===== config.mk =====
export PLATFORM = sky130hd
export DESIGN_NAME = mem_stage
export DESIGN_NICKNAME = d
export VERILOG_FILES = /design/src/rtl/mem_stage.sv
export SDC_FILE = /design/constraint.sdc
export NUM_CORES = 1
export LEC_CHECK = 0
export CAP_MARGIN = 10
export CORE_UTILIZATION = 30
export CTS_CLUSTER_DIAMETER = 100
export DETAILED_ROUTE_END_ITERATION = 7
export MAX_ROUTING_LAYER = met4
export PLACE_DENSITY_LB_ADDON = 0.2
export SETUP_SLACK_MARGIN = 0.3
export SYNTH_ARGS = -nofsm -noshare
export SYNTH_HDL_FRONTEND = slang
export SYNTH_SLANG_ARGS = --single-unit

===== constraint.sdc =====
create_clock -name clk -period 1.7 [get_ports clk]
set_input_delay 0.34 -clock clk [delete_from_list [all_inputs] [get_ports clk]]
set_output_delay 0.34 -clock clk [all_outputs]
set_load 0.05 [all_outputs]

===== src/rtl/mem_stage.sv =====
// mem_stage: RV32I memory-access stage between execute and writeback.
// Issues loads/stores on a req/ready data-memory port with variable latency,
// aligns store data/byte enables, extracts and extends load data, and emits a
// registered one-cycle writeback bundle. Stalls upstream while an access is
// outstanding and aborts an access after TIMEOUT cycles without dmem_ready.
// Optional build macro MEM_MISALIGN_TRAP_EN: misaligned halfword/word accesses
// raise bus_err instead of silently ignoring the low address bits.
module mem_stage #(
    parameter int unsigned TIMEOUT = 255
) (
    input  logic        clk,
    input  logic        reset,
    input  logic        valid_in,
    input  logic [31:0] alu_result,
    input  logic [31:0] rd2,
    input  logic [2:0]  funct3,
    input  logic        mem_read,
    input  logic        mem_write,
    input  logic [4:0]  rd,
    input  logic        reg_write,
    output logic        stall,
    output logic        dmem_req,
    output logic        dmem_we,
    output logic [31:0] dmem_addr,
    output logic [31:0] dmem_wdata,
    output logic [3:0]  dmem_be,
    input  logic        dmem_ready,
    input  logic [31:0] dmem_rdata,
    output logic        wb_valid,
    output logic        wb_we,
    output logic [4:0]  wb_rd,
    output logic [31:0] wb_data,
    output logic        bus_err
);
    localparam logic [0:0]  S_IDLE   = 1'b0;
    localparam logic [0:0]  S_ACCESS = 1'b1;
    localparam logic [15:0] TMO_LAST = 16'(TIMEOUT - 1);

    logic [0:0]  state_q, state_d;
    logic [31:0] addr_q, addr_d;
    logic [1:0]  off_q, off_d;
    logic [31:0] wdata_q, wdata_d;
    logic [3:0]  be_q, be_d;
    logic        we_q, we_d;
    logic [2:0]  f3_q, f3_d;
    logic [4:0]  rd_q, rd_d;
    logic        rdwe_q, rdwe_d;
    logic [15:0] cnt_q, cnt_d;
    logic        wb_valid_q, wb_valid_d;
    logic        wb_we_q, wb_we_d;
    logic [4:0]  wb_rd_q, wb_rd_d;
    logic [31:0] wb_data_q, wb_data_d;
    logic        err_q, err_d;

    logic        mem_op, is_byte, is_half, misal, rd_we;
    logic [3:0]  in_be;
    logic [31:0] in_wdata, load_val;
    logic [7:0]  ld_byte;
    logic [15:0] ld_half;

    // funct3[1:0]: 00 byte, 01 half, anything else is a word access
    assign mem_op  = mem_read | mem_write;
    assign is_byte = (funct3[1:0] == 2'b00);
    assign is_half = (funct3[1:0] == 2'b01);
    assign rd_we   = reg_write && (rd != 5'd0);

`ifdef MEM_MISALIGN_TRAP_EN
    assign misal = (is_half && alu_result[0]) || (!is_byte && !is_half && (alu_result[1:0] != 2'b00));
`else
    assign misal = 1'b0;
`endif

    // Lane-replicated store data and byte enables from the incoming request
    always_comb begin
        in_be    = 4'b1111;
        in_wdata = rd2;
        if (is_byte) begin
            in_be    = 4'b0001 << alu_result[1:0];
            in_wdata = {4{rd2[7:0]}};
        end else if (is_half) begin
            in_be    = 4'b0011 << {alu_result[1], 1'b0};
            in_wdata = {2{rd2[15:0]}};
        end
    end

    // Select the addressed lane of the read data and sign/zero extend
    always_comb begin
        ld_byte  = dmem_rdata[{off_q, 3'b000} +: 8];
        ld_half  = off_q[1] ? dmem_rdata[31:16] : dmem_rdata[15:0];
        load_val = dmem_rdata;
        if (f3_q[1:0] == 2'b00)
            load_val = {{24{ld_byte[7] & ~f3_q[2]}}, ld_byte};
        else if (f3_q[1:0] == 2'b01)
            load_val = {{16{ld_half[15] & ~f3_q[2]}}, ld_half};
    end

    // Next-state: accept in IDLE, wait for ready or timeout in ACCESS
    always_comb begin
        state_d    = state_q;
        addr_d     = addr_q;
        off_d      = off_q;
        wdata_d    = wdata_q;
        be_d       = be_q;
        we_d       = we_q;
        f3_d       = f3_q;
        rd_d       = rd_q;
        rdwe_d     = rdwe_q;
        cnt_d      = cnt_q;
        wb_valid_d = 1'b0;
        wb_we_d    = 1'b0;
        err_d      = 1'b0;
        wb_rd_d    = wb_rd_q;
        wb_data_d  = wb_data_q;
        case (state_q)
            S_IDLE: begin
                if (valid_in) begin
                    if (!mem_op) begin
                        wb_valid_d = 1'b1;
                        wb_we_d    = rd_we;
                        wb_rd_d    = rd;
                        wb_data_d  = alu_result;
                    end else if (misal) begin
                        wb_valid_d = 1'b1;
                        err_d      = 1'b1;
                        wb_rd_d    = rd;
                        wb_data_d  = 32'd0;
                    end else begin
                        state_d = S_ACCESS;
                        addr_d  = {alu_result[31:2], 2'b00};
                        off_d   = alu_result[1:0];
                        wdata_d = in_wdata;
                        be_d    = in_be;
                        we_d    = mem_write;   // store wins if both set
                        f3_d    = funct3;
                        rd_d    = rd;
                        rdwe_d  = rd_we && !mem_write;
                        cnt_d   = 16'd0;
                    end
                end
            end
            default: begin
                if (dmem_ready) begin
                    state_d    = S_IDLE;
                    wb_valid_d = 1'b1;
                    wb_we_d    = rdwe_q;
                    wb_rd_d    = rd_q;
                    wb_data_d  = we_q ? 32'd0 : load_val;
                end else if (cnt_q == TMO_LAST) begin
                    state_d    = S_IDLE;
                    wb_valid_d = 1'b1;
                    err_d      = 1'b1;
                    wb_rd_d    = rd_q;
                    wb_data_d  = 32'd0;
                end else begin
                    cnt_d = cnt_q + 16'd1;
                end
            end
        endcase
    end

    // State and writeback registers; async reset kills any pending access
    always_ff @(posedge clk or negedge reset) begin
        if (!reset) begin
            state_q    <= S_IDLE;
            addr_q     <= '0;
            off_q      <= '0;
            wdata_q    <= '0;
            be_q       <= '0;
            we_q       <= 1'b0;
            f3_q       <= '0;
            rd_q       <= '0;
            rdwe_q     <= 1'b0;
            cnt_q      <= '0;
            wb_valid_q <= 1'b0;
            wb_we_q    <= 1'b0;
            wb_rd_q    <= '0;
            wb_data_q  <= '0;
            err_q      <= 1'b0;
        end else begin
            state_q    <= state_d;
            addr_q     <= addr_d;
            off_q      <= off_d;
            wdata_q    <= wdata_d;
            be_q       <= be_d;
            we_q       <= we_d;
            f3_q       <= f3_d;
            rd_q       <= rd_d;
            rdwe_q     <= rdwe_d;
            cnt_q      <= cnt_d;
            wb_valid_q <= wb_valid_d;
            wb_we_q    <= wb_we_d;
            wb_rd_q    <= wb_rd_d;
            wb_data_q  <= wb_data_d;
            err_q      <= err_d;
        end
    end

    assign stall      = (state_q == S_ACCESS) || (valid_in && mem_op && !misal);
    assign dmem_req   = (state_q == S_ACCESS);
    assign dmem_we    = we_q;
    assign dmem_addr  = addr_q;
    assign dmem_wdata = wdata_q;
    assign dmem_be    = be_q;
    assign wb_valid   = wb_valid_q;
    assign wb_we      = wb_we_q;
    assign wb_rd      = wb_rd_q;
    assign wb_data    = wb_data_q;
    assign bus_err    = err_q;
endmodule


After elaboration in Yosys (flattened, before gate mapping) --
Cells that the tools add are included.
Operators by class: add/subtract/negate cells 1, equality and inequality tests 7, shifts and indexed selects 3, mux-type cells 39, bitwise operators 5, reduce and logical (&&, ||, !) cells 13
Operators by type and width (count):
- $mux 32 | 10
- $mux 16 | 6
- $shiftx 32x6->8 | 1
- $mux 5 | 5
- $add 16x1->16 const B | 1
- $eq 16x8->1 const B | 1
- $mux 1 | 16
- $mux 4 | 2
- $ne 2x2->1 const B | 3
- $reduce_and 3->1 | 2
- $reduce_bool 5->1 | 1
- $eq 2x1->1 const B | 2
- $logic_not 2->1 | 2
- $reduce_and 4->1 | 1
- $reduce_bool 2->1 | 2
- $shl 1x2->4 const A | 1
- $shl 2x2->4 const A | 1
- $logic_and 1x1->1 | 3
- $ne 3x2->1 const B | 1
- $and 1x1->1 | 2
- $not 1->1 | 2
- $logic_not 1->1 | 1
- $logic_or 1x1->1 | 1
- $or 1x1->1 | 1
Storage, ports and cells: register bits 135, input bits 111, output and inout port bits 111, logic and storage cells 83

Longest topological paths before layout --
Gate-level depths: netlist (run 1).
depth in word-level cells 7, gate-level depth with buffers 8, depth with buffers taken out 6

Worst setup path before layout (run 1) --
No wires, ideal clock.
path type flip-flop to output port, from reg state_q (netlist: dmem_req), to out stall, arrival 1.718 ns, data required time 1.360 ns, setup slack -0.358 ns, cell stages (with the launch flop) 5, path buffers 2, cells stage by stage dfrtp_1 -> inv_1 -> clkbuf_1 -> buf_1 -> nand2_1
Between the ends: cells in the longest elaborated chain, start to end 1
RTL lines:
- start, declared | line 39 | logic [0:0] state_q, state_d;
- start signal, assigned | line 180 | state_q <= state_d;
- $logic_or 1x1->1 | line 198 | assign stall = (state_q == S_ACCESS) || (valid_in && mem_op && !misal);
- end, declared | line 21 | output logic stall,
Every way passes these cells.

Worst setup path after layout (run 1) --
from reg cnt_q[11], to reg wb_data_q[27] (netlist: wb_data[27])
Between the ends: cells in the longest elaborated chain, start to end 3
RTL lines:
- start, declared | line 48 | logic [15:0] cnt_q, cnt_d;
- start signal, assigned | line 189 | cnt_q <= cnt_d;
- $eq 16x8->1 | line 148 | end else if (cnt_q == TMO_LAST) begin
- $ne 3x2->1 (no line)
- $reduce_and 3->1 (no line)
- end signal, assigned | line 193 | wb_data_q <= wb_data_d;
- end, declared | line 52 | logic [31:0] wb_data_q, wb_data_d;
Every way passes these cells. A chain may end at the register's enable or synchronous reset.

==> results.rst, run 1 <==
.. list-table::
   :header-rows: 1

   * - Metric
     - Value
   * - Final Critical Period
     - 1.86 ns
   * - Cell variety after synth
     - 46
   * - Number of rows created at floorplan
     - 53
   * - Number of antenna violations at the first check in global routing
     - 1
   * - Ratio of cells with drive above 1 in the final layout
     - 48.2%
   * - Vias
     - 6825
   * - Post-synthesis instance area
     - 6400 um^2
   * - Post-synthesis sequential element count
     - between 100 and 150
   * - Category of the most critical setup path
     - reg2reg
   * - Inst Count DP
     - 1243
   * - Number of endpoints with negative hold slack in the final report
     - 0
   * - Fin Clk Skew
     - just over 0.008 ns
   * - CTS Buf Count
     - 17
   * - Clock Sink Count
     - 135
   * - Crit path max-delay cell type
     - dfrtp_1
   * - DIE AREA
     - ~22000 um^2
   * - Share of flip-flops with an asynchronous set or reset
     - 100%
   * - Maximum number of pins on one net before global-route repair
     - 42
   * - Global-route wire length before repair
     - 39.1 mm
   * - Crit path DAT
     - 2.19 ns
   * - Warnings from Yosys
     - 0
   * - Failing checks
     - setup timing
   * - Final HPWL DP
     - between 15 and 20 mm
   * - RSZ-0062 raised after global routing
     - true
   * - Final clock period utilization by the worst path
     - 109%
   * - Critical path launch point type
     - register
   * - Worst path cell trace
     - nor3_1 -> nand4b_4 -> o31ai_4 -> buf_6 -> buf_12 -> clkbuf_16 -> nor2_2 -> a41oi_2
   * - Most common flop cell mapped by yosys
     - dfrtp_1
   * - Number of synthesized flops with an enable pin
     - 0
   * - Initial Util
     - 30.5%
   * - Sum of overflow across all layers after global routing
     - 0
   * - Maximum cell stage delay along the critical path
     - 0.38 ns
   * - Crit end category
     - register
   * - Mean post-synth cell area
     - 9.23 um^2
   * - GRT Overall Usage
     - 24.3%
   * - Maximum fanout count along the critical path
     - 5
   * - Post-synthesis to final-layout area growth
     - 91.0%
   * - Final setup fails
     - 127
   * - Die W
     - approximately 150 um
   * - Proportion of synthesized chip area in sequential cells
     - 52.8%
   * - Via count of the first global-routing pass
     - between 6000 and 7000
   * - Peak VDD IR
     - 0.651 mV
   * - Number of buffers on the longest clock path
     - 2
   * - Clock-pin slew on the worst setup and hold paths
     - ~0.06 ns
   * - Type of the tightest min-delay check
     - in2reg
   * - Reported leakage power
     - approximately 5.5 nW
   * - H-tree depth reported by CTS
     - 4
   * - Worst Slack Setup Final
     - -0.160 ns
   * - Number of instances in the synthesized netlist
     - 693
   * - DRC violations left
     - 0
   * - Setup tns final
     - -10.29 ns
   * - Power per Cell Area
     - 1270 nW/um^2
   * - I/O pin count
     - 222
   * - Count of TritonRoute iterations in the first routing pass
     - 5
   * - Post-route insts no fill
     - about 1300
   * - Final-stage net count
     - around 1200
   * - Core area
     - 21000 um^2
   * - Vert. Die Dim
     - 148 um
   * - Most frequent cells in the layout
     - buf_4, dfrtp_1, clkdlybuf4s50_1
   * - Clk Tree Root Cell
     - clkbuf_16
   * - Number of max-capacitance violations reported
     - 0
   * - Clock tree from TritonCTS
     - built
   * - Number of DRC violations after detailed-routing iteration 0
     - 384
   * - Drt wl/cell
     - 19.7 um
   * - Final number of max-transition violations
     - 0
   * - Count of antenna-violating nets left after detailed routing
     - 0
   * - Total Wirelength
     - 26.5 mm
   * - Final worst hold slack
     - 0.324 ns
   * - Vias/cell
     - 5.08
   * - RePlAce Congestion
     - 0.878
   * - Run status
     - complete, but fails checks
   * - I/O Buffers
     - roughly 220
   * - Cell taking the most area after synthesis
     - dfrtp_1
   * - Upper clock frequency limit
     - 0.538 GHz
   * - Worst Path Required
     - 2.03 ns
   * - Clock latency on the worst-skew pair
     - between 0.4 and 0.5 ns
   * - Portion of synthesized cell area occupied by the leading cell type
     - 52.8%
   * - Most common cell after layout, fill and taps aside
     - buf_4
   * - Synth top area cells
     - dfrtp_1, nand2_1, o21ai_0, mux2i_1, a21oi_1
[critical path: cells and delay by family (launching register included)]
kind / cells / cell delay, ns
AND/OR/NAND/NOR: 3 / 0.58
flip-flops: 1 / 0.38
AO/OA/AOI/OAI: 2 / 0.35
buffers and inverters: 3 / 0.47
[registers in the layout (all words and copies together), names as in the netlist]
name / count
dmem_wdata: 32
wb_data: 32
dmem_addr: 30
cnt_q: 16
rd_q: 5
wb_rd: 5
dmem_be: 4
f3_q: 3
off_q: 2
bus_err: 1
dmem_req: 1
dmem_we: 1
rdwe_q: 1
wb_valid: 1
wb_we: 1
[power breakdown]
| part | leakage [nW] | switching (mW) | total (mW) | internal (mW) |
|---|---|---|---|---|
| clock | 0.300 | 1.45 | 3.94 | 2.49 |
| combinational | 3.55 | 4.28 | 7.03 | 2.75 |
| sequential | 1.66 | 0.588 | 4.53 | 3.94 |
| total | 5.50 | 6.32 | 15.5 | 9.18 |
[per-layer routing]
metal | track usage (%) | share of wire [%] | vias up
met5 | - | 0 | -
met4 | 10.2 | 2.6 | 0
met3 | 4.85 | 4.4 | 44
met2 | 37.6 | 50 | 204
met1 | 31.1 | 43 | 3417
li1 | - | - | 3160
[cells in the mapped netlist (all sizes together), types with 5 or more instances]
library cell,n
nand3,5
o221ai,10
and3,7
inv,9
a41oi,16
o21a,5
o31ai,6
nor2,51
mux4,9
nor3,8
a31oi,9
clkbuf,28
a21oi,45
mux2i,29
buf,19
o21ai,61
dfrtp,135
nand2,198
[layout make-up]
cell class	count	area, um^2
diodes	1	2.50
clock buffers	20	447
clock inverters	12	176
fillers	1803	8740
inverters	9	38.8
multi-input cells	504	3740
flip-flops and latches	135	3380
well taps	275	344
repair buffers	387	4090
[stage by stage]
stage	setup slack, ns	instance area (um^2)	power, mW	utilization, %
4_1_cts	-0.144	11400	15.0	54.3
3_5_place_dp	-0.420	9530	10.2	45.5
6_report	-0.160	12200	15.5	58.3
3_3_place_gp	-0.392	9530	10.2	45.5
2_1_floorplan	-0.0268	6560	7.99	-
5_1_grt	-0.209	12200	16.1	58.3
[repair_timing]
| action | 4_1_cts | 5_1_grt |
|---|---|---|
| pin swaps | 63 | 68 |
| hold endpoints to repair | 19 | 0 |
| buffers inserted | 30 | 11 |
| gates resized for setup | 151 | 201 |
| hold buffers | 1 | 0 |
| gates cloned | 22 | 3 |
| setup endpoints to repair | 136 | 140 |
[path summary, 6_finish.rpt]
kind | slack [ns] | startpoint | depth (start not counted) | to
setup / recovery | -0.16 | cnt_q[11] | 8 | wb_data[27]
hold / removal | 0.32 | valid_in | 3 | wb_we
setup reg to reg | -0.16 | cnt_q[11] | 8 | wb_data[27]
hold reg to reg | 0.47 | rd_q[2] | 2 | rd_q[2]
max in group asynchronous | 0.68 | reset | 3 | wb_rd[4]
min in group asynchronous | 0.35 | reset | 2 | dmem_addr[3]
[logic make-up after synthesis]
logic type,Yosys count,share of synthesized area [%]
xor+xnor,5,0.685
mux,38,7.71
simple gates,295,19.3
buf+inv,56,3.81
flops,135,52.8
other cells,1,0.0586
compound gates,161,15.2
fa+ha+maj,2,0.391
Note: power is estimated with default switching activity, not from simulation.
==> inputs of run 2 (changes only) <==
ABC_CLOCK_PERIOD_IN_PS = 1700   (was unset)
==> results of run 2 <==
The final DEF is identical to that of run 1; final timing and power are the same.
==> inputs of run 3 (changes only) <==
CORE_UTILIZATION = 35   (was 30)
SKIP_CTS_REPAIR_TIMING = 1   (was unset)
==> run 3 against run 2 <==
  * The run still ends with setup timing left
  * Critical path depth decreased by 1
  * Count of clock-buffer cells in the layout unchanged
  * Combinational power is 12% lower
  * Global-route usage is 1.3 points lower
  * Cell count shrank 7.3%
  * Sequential power shrank 2%
  * Die area decreased by 14%
  * Clock skew rose by 0.0018 ns
  * Core utilization rose by 1.7 points
  * Non-clock buffer count down 50
  * Worst hold slack got worse by 0.041 ns
  * Largest power group unchanged
==> results.rst, run 3 (synthesis gave the netlist of run 1 again) <==
.. list-table::
   :header-rows: 1

   * - Metric
     - Value
   * - Category of the most critical setup path
     - reg2reg
   * - Setup tns final
     - -2.00 ns
   * - Vert. Die Dim
     - 137 um
   * - Core area
     - 18000 um^2
   * - Final number of max-transition violations
     - 0
   * - I/O Buffers
     - around 220
   * - Clock tree from TritonCTS
     - built
   * - DRC violations left
     - 0
   * - CTS Buf Count
     - 17
   * - Crit end category
     - register
   * - Clock latency on the worst-skew pair
     - around 0.42 ns
   * - Clk Tree Root Cell
     - clkbuf_16
   * - Vias
     - 6343
   * - Post-route total power
     - between 10 and 15 mW
   * - H-tree depth reported by CTS
     - 4
   * - Hold path cells
     - 4
   * - Number of rows created at floorplan
     - between 40 and 50
   * - Terminating pin of the worst hold path
     - rd_q[2]
   * - Layout Cell Area excl Fill
     - roughly 11000 um^2
   * - Final Critical Period
     - 1.79 ns
   * - Most common cell after layout, fill and taps aside
     - buf_4
   * - Sum of overflow across all layers after global routing
     - 0
   * - Count of TritonRoute iterations in the first routing pass
     - 5
   * - Startpoint of the most critical hold path
     - rd[2]
   * - Final HPWL DP
     - 15.7 mm
   * - FF-to-FF setup slack
     - -0.09 ns
   * - Critical path launch point type
     - register
   * - Total Wirelength
     - 22.2 mm
   * - Maximum cell stage delay along the critical path
     - 0.39 ns
   * - Crit path DAT
     - 2.10 ns
   * - Crit path max-delay cell type
     - dfrtp_1
   * - Final clock period utilization by the worst path
     - 105%
   * - Fin Clk Skew
     - 0.00991 ns
   * - Number of endpoints with negative hold slack in the final report
     - 0
   * - Final setup fails
     - 39
   * - GRT Overall Usage
     - 23.0%
   * - Number of buffer and inverter instances along the worst setup path
     - 2
   * - Reg2reg start
     - cnt_q[15]
   * - Type of the tightest min-delay check
     - in2reg
   * - Clock Sink Count
     - about 140
   * - Dpl cell area
     - 9460 um^2
   * - Run status
     - complete, but fails checks
   * - Ratio of cells with drive above 1 in the final layout
     - between 30 and 40%
   * - Maximum number of pins on one net before global-route repair
     - 57
   * - Via count of the first global-routing pass
     - 5820
   * - Final-stage net count
     - 1116
   * - RePlAce Congestion
     - around 0.9
   * - Maximum fanout count along the critical path
     - 8
   * - Worst Slack Setup Final
     - -0.0856 ns
   * - Cell type group with the largest total delay on the critical path
     - compound AO/OA/AOI/OAI gates
   * - Vias/cell
     - around 5.1
   * - Initial Util
     - a little over a third
   * - Count of antenna-violating nets left after detailed routing
     - 0
   * - Most frequent cells in the layout
     - buf_4, nand2_1, dfrtp_1
   * - Worst flop-to-flop path endpoint
     - wb_data[4]
   * - Number of cells on the worst reg-to-reg path
     - 7
   * - Worst Path Required
     - 2.01 ns
   * - Number of max-capacitance violations reported
     - 0
   * - I/O pin count
     - 222
   * - Peak VDD IR
     - 0.814 mV
   * - Upper clock frequency limit
     - 0.560 GHz
   * - Clock-pin slew on the worst setup and hold paths
     - 0.06 ns
   * - DIE AREA
     - 18800 um^2
   * - Reported leakage power
     - 4.93 nW
   * - Number of buffers on the longest clock path
     - 2
   * - Worst path cell trace
     - nor4_2 -> nand4b_2 -> o31ai_4 -> buf_12 -> buf_16 -> o221ai_2 -> o21a_1
   * - Power per Cell Area
     - 1350 nW/um^2
   * - Die W
     - 137 um
   * - Number of DRC violations after detailed-routing iteration 0
     - about 350
   * - Failing checks
     - setup timing
   * - Global-route wire length before repair
     - 31.6 mm
   * - Drt wl/cell
     - 17.8 um
   * - Number of antenna violations at the first check in global routing
     - 1
   * - Post-synthesis to final-layout area growth
     - 68.6%
   * - RSZ-0062 raised after global routing
     - true
run 3: changes by cell type in the layout (fill, tap and decap cells not counted), sizes merged:
cell           delta
clkbuf            +3
buf              -53
dlymetal6s2s      +2
clkdlybuf4s50     +1
o21ai             -1
dlygate4sd2       -3
inv               +2
clkinv            -5
clkinvlp          +2
run 3: worst max-delay path by stage:
stage | startpoint | end | slack, ns | cells after the start
after detailed placement | dmem_ready | wb_data[15] | -0.28 | 7
final | cnt_q[15] | wb_data[4] | -0.09 | 7
after global routing | cnt_q[15] | wb_data[4] | -0.17 | 7
after CTS | dmem_req | stall | -0.34 | 4
after floorplan | cnt_q[12] | wb_data[10] | -0.03 | 6
after global placement | dmem_ready | cnt_q[15] | -0.29 | 7
run 3: worst register-to-register path, delay by kind of cell, from the launching register on:
kind            cells  cell delay [ns]
flops               1             0.39
buf+inv             2             0.34
compound gates      3             0.48
simple gates        2             0.46
run 3: routing by layer:
| layer | global-route usage [%] | share of wire, % | vias to the layer above |
|---|---|---|---|
| li1 | - | - | 3035 |
| met1 | 31.5 | 46 | 3088 |
| met2 | 33.9 | 47 | 182 |
| met3 | 3.57 | 4.0 | 38 |
| met4 | 9.71 | 2.6 | 0 |
| met5 | - | 0 | - |
run 3: metrics by stage:
stage               instances  hold slack [ns]  setup WS (ns)  util [%]
floorplan                 694           0.0444        -0.0268         -
global placement         1195            0.266         -0.291      52.7
detailed placement       1195            0.268         -0.283      52.7
CTS                      1226           -0.178         -0.342      56.2
global route             1245            0.295         -0.167      60.0
finish                   1245            0.283        -0.0856      60.0
run 3: layout make-up:
class                           count  area [um^2]
Sequential cell                   135         3380
Clock buffer                       20          457
Fill cell                        1576         7180
Clock inverter                     11          173
Antenna cell                        1         2.50
Timing Repair Buffer              337         3180
Tap cell                          229          287
Multi-Input combinational cell    503         3260
Inverter                            9         36.3
run 3: report_power, final:
part	switching (mW)	internal [mW]	total, mW
Sequential	0.517	3.94	4.45
Combinational	3.96	2.20	6.16
Clock	1.43	2.53	3.96
